===== src/rtl/alu8_core.sv =====
// Registered 8-bit ALU slice: ripple adder, ripple subtractor and an 8-way result mux
// feeding a single register stage for result and the zero/carry/overflow/sign flags.

module alu8_full_adder (
    input  logic a,
    input  logic b,
    input  logic cin,
    output logic s,
    output logic cout
);
    always_comb begin
        s    = a ^ b ^ cin;
        cout = (a & b) | (a & cin) | (b & cin);
    end
endmodule

// 8-bit ripple-carry chain built from full adders.
module alu8_ripple_adder (
    input  logic [7:0] a,
    input  logic [7:0] b,
    input  logic       cin,
    output logic [7:0] sum,
    output logic       cout
);
    localparam int unsigned W = 8;

    logic [W:0] carry_chain;

    assign carry_chain[0] = cin;

    for (genvar i = 0; i < W; i++) begin : g_bit
        alu8_full_adder u_fa (
            .a    (a[i]),
            .b    (b[i]),
            .cin  (carry_chain[i]),
            .s    (sum[i]),
            .cout (carry_chain[i+1])
        );
    end

    assign cout = carry_chain[W];
endmodule

// a - b as a + ~b + 1; carry out is high when no borrow occurs (a >= b unsigned).
module alu8_subtractor (
    input  logic [7:0] a,
    input  logic [7:0] b,
    output logic [7:0] diff,
    output logic       cout
);
    logic [7:0] b_inv;

    assign b_inv = ~b;

    alu8_ripple_adder u_chain (
        .a    (a),
        .b    (b_inv),
        .cin  (1'b1),
        .sum  (diff),
        .cout (cout)
    );
endmodule

module alu8_result_mux (
    input  logic [2:0] sel,
    input  logic [7:0] in0,
    input  logic [7:0] in1,
    input  logic [7:0] in2,
    input  logic [7:0] in3,
    input  logic [7:0] in4,
    input  logic [7:0] in5,
    input  logic [7:0] in6,
    input  logic [7:0] in7,
    output logic [7:0] out_c
);
    always_comb begin
        out_c = 8'h00;
        case (sel)
            3'd0:    out_c = in0;
            3'd1:    out_c = in1;
            3'd2:    out_c = in2;
            3'd3:    out_c = in3;
            3'd4:    out_c = in4;
            3'd5:    out_c = in5;
            3'd6:    out_c = in6;
            default: out_c = in7;
        endcase
    end
endmodule

module alu8_core (
    input  logic       clk,
    input  logic       rst,
    input  logic [7:0] a,
    input  logic [7:0] b,
    input  logic [2:0] op,
    output logic [7:0] result,
    output logic       zero,
    output logic       carry,
    output logic       overflow,
    output logic       sign
);
    localparam int unsigned DW = 8;
    localparam logic [2:0]  OP_ADD = 3'd1;
    localparam logic [2:0]  OP_SUB = 3'd2;

    logic [DW-1:0] sum;
    logic          add_carry;
    logic [DW-1:0] diff;
    logic          sub_carry;
    logic [DW-1:0] mux_out;
    logic          eb;

    logic [DW-1:0] result_d,   result_q;
    logic          zero_d,     zero_q;
    logic          carry_d,    carry_q;
    logic          overflow_d, overflow_q;
    logic          sign_d,     sign_q;

    alu8_ripple_adder u_add (
        .a    (a),
        .b    (b),
        .cin  (1'b0),
        .sum  (sum),
        .cout (add_carry)
    );

    alu8_subtractor u_sub (
        .a    (a),
        .b    (b),
        .diff (diff),
        .cout (sub_carry)
    );

    alu8_result_mux u_mux (
        .sel   (op),
        .in0   (b),
        .in1   (sum),
        .in2   (diff),
        .in3   (8'h00),
        .in4   (8'h00),
        .in5   (8'h00),
        .in6   (8'h00),
        .in7   (8'h00),
        .out_c (mux_out)
    );

    // Overflow uses one formula for every opcode; subtraction sees the inverted B sign.
    always_comb begin
        eb         = (op == OP_SUB) ? ~b[DW-1] : b[DW-1];
        result_d   = mux_out;
        carry_d    = (op == OP_ADD) ? add_carry : sub_carry;
        zero_d     = (mux_out == 8'h00);
        sign_d     = mux_out[DW-1];
        overflow_d = (a[DW-1] == eb) && (a[DW-1] != mux_out[DW-1]);
    end

    always_ff @(posedge clk) begin
        if (rst) begin
            result_q   <= 8'h00;
            zero_q     <= 1'b1;
            carry_q    <= 1'b0;
            overflow_q <= 1'b0;
            sign_q     <= 1'b0;
        end else begin
            result_q   <= result_d;
            zero_q     <= zero_d;
            carry_q    <= carry_d;
            overflow_q <= overflow_d;
            sign_q     <= sign_d;
        end
    end

    assign result   = result_q;
    assign zero     = zero_q;
    assign carry    = carry_q;
    assign overflow = overflow_q;
    assign sign     = sign_q;
endmodule


===== config.mk =====
export PLATFORM = sky130hd
export DESIGN_NAME = alu8_core
export DESIGN_NICKNAME = d
export VERILOG_FILES = /design/src/rtl/alu8_core.sv
export SDC_FILE = /design/constraint.sdc
export NUM_CORES = 1
export LEC_CHECK = 0
export ABC_AREA = 1
export ABC_CLOCK_PERIOD_IN_PS = 5650
export CAP_MARGIN = 5
export CORE_ASPECT_RATIO = 1.2
export CORE_UTILIZATION = 45
export DETAILED_ROUTE_END_ITERATION = 16
export GPL_TIMING_DRIVEN = 1
export PLACE_DENSITY = 0.74
export SLEW_MARGIN = 20
export SYNTH_ARGS = -nofsm -noshare
export SYNTH_HDL_FRONTEND = slang
export SYNTH_HIERARCHICAL = 1
export SYNTH_SLANG_ARGS = --single-unit

===== constraint.sdc =====
create_clock -name clk -period 5.65 [get_ports clk]
set_input_delay 1.13 -clock clk [delete_from_list [all_inputs] [get_ports clk]]
set_output_delay 1.13 -clock clk [all_outputs]
set_load 0.05 [all_outputs]

==> metrics list, run 1 <==
- In this run the static leakage power is 0.996 nW.
- The number of antenna diodes in the final layout is 0.
* Switching share of total power: between 40% and 50%
* Register share of total power: a little under 30%
- Number of I/O pins: 33
- RSZ-0062 raised after global routing: false
* Worst Setup Start Kind: input port
- Fraction of layout instances using a drive strength above 1: 5.38%
- The final number of max-transition violations came to 0.
- TritonCTS clock tree: yes
- Antenna violations before repair: 0
* Initial drt markers: 23
- Switching pwr: 0.126 mW
- Placement-stage worst setup slack: -0.0100 ns
- The floorplan has 22 rows.
* Post-DR wirelength/cell: roughly 11 um
- Placeable core region: 0.00311 sq mm
- Number of synthesized register bits: 11
- For this run, the register share of the synthesized area comes to 14.7%.
* Critical Path Source: b[0]
- Area of the mapped netlist: 0.00150 sq mm
* Last element of the critical path: overflow
- The wire-length estimate of the detail-placed layout is 2540 um.
* Pin count of the biggest net entering global routing: 30
* DIE WIDTH: 54.6 um
- Number of violations of the max-capacitance limit: 0
- In the global route stage, overall resource usage came out at between 20% and 30%.
- Of the total power, the clock network draws approximately 18%.
- Via total after detailed routing: 1501
- Once detail routing completed, the nets flagged for antenna violations numbered 0.
* Worst setup EP type: flip-flop
* Number of detailed-route iterations in the first pass: 4
* Die height: roughly 65 um
- Slew headroom: 66.2%
- Vias/cell: 4.77
- The worst setup path is of the in -> reg kind.
* Overflow left after global routing: 0
- CTS built an H-tree with a depth of 1.
- In this run the power density over the cells is roughly 150 mW/mm^2.
- In this run the cell area measured after placement is 0.00191 sq mm.
* Largest stage delay on the critical path: about 0.52 ns
- Area grow syn2layout: 29.5%
- The signal on the critical path passes through clkdlybuf4s50_1, inv_1, fa_1, fa_1, fa_1, fa_1, fa_1, fa_1, fa_1, fa_1, nand4_1, nand2_1, nor2_1, nand3_1, inv_1, nor2_1, nand2_1, a21oi_2.
- After routing the design area is between 0.0015 and 0.002 sq mm.
* Internal power: around 0.17 mW
- The run finished with clean final reports.
- Resize count post-CTS: 0
* Fillers: 301
- The tree is rooted in a clkbuf_4.
- Total Power: 0.294 mW
- Data required time of the critical path: between 5 and 6 ns
- For this design, the slowest cell found on the critical path is clkdlybuf4s50_1.
- Along the worst hold path, the cell count comes to 2.
- Of the available clock period, the critical path in the final layout requires 95.1%.
- Share of power burned in combinational logic: 52.8%
- After clock tree synthesis, the clock-pin slew on the worst setup and hold paths is approximately 0.07 ns.
- The netlist uses 20 different library cells.
* Launch point of the worst hold path: rst
* IO buf count: 32
- Final setup vio count: 0
- Most common library cell in the layout ignoring fill and taps: nand4_1
* Instance count of the mapped netlist: 215
- Final critical-path required period: 5.37 ns
* Wire length of the first global-routing pass: about 5700 um
- For this configuration, the core starts out at a cell density of around half.
- Static timing analysis puts the maximum clock frequency at 186 MHz.
- GP Congestion: 0.800
* Post-synthesis area per instance: approximately 7.0 sq um
* Highest-count cells in the layout ignoring fill and taps: 43 x nand4_1, 42 x conb_1, 37 x nand2_1
- Die area: 0.00356 sq mm
- In this run, CTS created clock tree buffers numbering 3.
- Post-CTS Setup Repair Bufs: 0
- The longest clock path from root to sink contains 2 buffers.
- The final layout contains routed wiring with a total length of 3400 um.
- Final Hold Viols: 0
- For this run, the number of Yosys warnings is 6.
- Worst IR drop on VDD: 165 uV
- The min-delay analysis places its worst path in the category in -> reg.
- For the pin with the worst max-slew slack, the measured transition is 0.505 ns.
- Residual DRC: 0
- The tree built by TritonCTS fans out to 11 sinks.
- Cell occurring most often along the worst timing path: fa_1
- In this run the worst path has a maximum fanout of 3.
* Vias in the first global route: 1399
- Arrival time at the worst endpoint: 5.57 ns
- Buffers inserted to repair hold after CTS numbered 0.
- In the post-route analysis, the smallest setup slack over all paths is 0.280 ns.
* Final net count: 317
==> cell type report <==
cell class / count / area, sq um / share of cell area [%]
sequential: 11 / 220 / 11.4
tap: 36 / 45.0 / 2.32
clock buffer: 3 / 22.5 / 1.16
multi-input combinational: 198 / 1180 / 60.7
timing repair buffer: 35 / 343 / 17.7
clock inverter: 1 / 5.00 / 0.258
inverter: 31 / 126 / 6.52
==> per-layer routing <==
| layer | track usage (%) | part of all wire, % | vias up | routed length (um) |
|---|---|---|---|---|
| li1 | - | - | 801 | - |
| met1 | 24.9 | 43 | 654 | 1460 |
| met2 | 36.4 | 51 | 38 | 1740 |
| met3 | 4.17 | 3.5 | 8 | 120 |
| met4 | 6.73 | 2.5 | 0 | 84 |
| met5 | 0 | 0 | - | 0 |
==> cells in the mapped netlist <==
library cell | number | area [sq um]
inv_4 | 2 | 12.5
inv_1 | 27 | 101
nand4_1 | 43 | 269
nand3_1 | 19 | 95.1
inv_2 | 1 | 3.75
nor2_8 | 1 | 20.0
inv_6 | 1 | 8.76
nand2_2 | 1 | 6.26
buf_2 | 3 | 15.0
conb_1 | 2 | 7.51
buf_4 | 7 | 52.6
a21oi_1 | 1 | 5.00
fa_1 | 16 | 320
nor2_1 | 35 | 131
o21bai_1 | 1 | 7.51
nor3_4 | 1 | 16.3
dfxtp_1 | 11 | 220
a21oi_2 | 1 | 8.76
buf_6 | 5 | 56.3
nand2_1 | 37 | 139
==> worst min path at each step <==
stage                      to  slack [ns]
floorplan                zero        1.24
global placement    result[4]        1.93
detailed placement   overflow        1.93
CTS                  overflow        1.64
global route         overflow        1.69
finish               overflow        1.65
==> per-stage QoR <==
| stage | hold slack [ns] | utilization, % | TNS, ns | std cells |
|---|---|---|---|---|
| floorplan | 1.24 | - | 0 | 255 |
| global placement | 1.93 | 61.4 | 0 | 311 |
| detailed placement | 1.93 | 61.4 | -0.0100 | 311 |
| CTS | 1.64 | 62.3 | 0 | 315 |
| global route | 1.69 | 62.3 | 0 | 315 |
| finish | 1.65 | 62.3 | 0 | 315 |
==> power groups by stage <==
stage / Clock [mW] / Sequential (mW) / Combinational (mW)
after global routing: 0.0589 / 0.0876 / 0.174
after CTS: 0.0548 / 0.0869 / 0.155
after detailed placement: 0 / 0.0887 / 0.154
after floorplan: 0 / 0.115 / 0.0826
final: 0.0522 / 0.0868 / 0.155
after global placement: 0 / 0.0885 / 0.153
==> critical path: cells and delay by family <==
family                   cells  cell delay [ns]
AO/OA/AOI/OAI                1             0.10
adder cells (fa/ha/maj)      8             3.26
AND/OR/NAND/NOR              6             0.44
buffers and inverters        3             0.65
==> kinds of logic (layout without fill, tap and decap cells) <==
group | after synthesis | count (layout) | share of synthesized area, %
AND/OR/NAND/NOR | 137 | 137 | 45.2
buffers and inverters | 46 | 70 | 16.7
adder cells (fa/ha/maj) | 16 | 16 | 21.4
flip-flops | 11 | 11 | 14.7
AO/OA/AOI/OAI | 3 | 3 | 1.42
other | 2 | 42 | 0.502
==> state kept, by name, indices dropped and copies added, names as in the netlist <==
signal / count
carry: 1
overflow: 1
result: 8
zero: 1
No activity file was read; power rests on OpenSTA's default activity.
==> run 2, diff against run 1 <==
--- a/config.mk
+++ b/config.mk
@@ -10,9 +10,11 @@
 export CAP_MARGIN = 5
 export CORE_ASPECT_RATIO = 1.2
 export CORE_UTILIZATION = 45
+export CTS_CLUSTER_SIZE = 28
 export DETAILED_ROUTE_END_ITERATION = 16
 export GPL_TIMING_DRIVEN = 1
 export PLACE_DENSITY = 0.74
+export SKIP_CTS_REPAIR_TIMING = 1
 export SLEW_MARGIN = 20
 export SYNTH_ARGS = -nofsm -noshare
 export SYNTH_HDL_FRONTEND = slang
==> results of run 2 <==
The final DEF is identical to that of run 1; final timing and power are the same.
==> run 3, diff against run 2 <==
--- a/config.mk
+++ b/config.mk
@@ -10,6 +10,7 @@
 export CAP_MARGIN = 5
 export CORE_ASPECT_RATIO = 1.2
 export CORE_UTILIZATION = 45
+export CTS_CLUSTER_DIAMETER = 40
 export CTS_CLUSTER_SIZE = 28
 export DETAILED_ROUTE_END_ITERATION = 16
 export GPL_TIMING_DRIVEN = 1
==> results of run 3 <==
The final DEF is identical to that of run 1; final timing and power are the same.
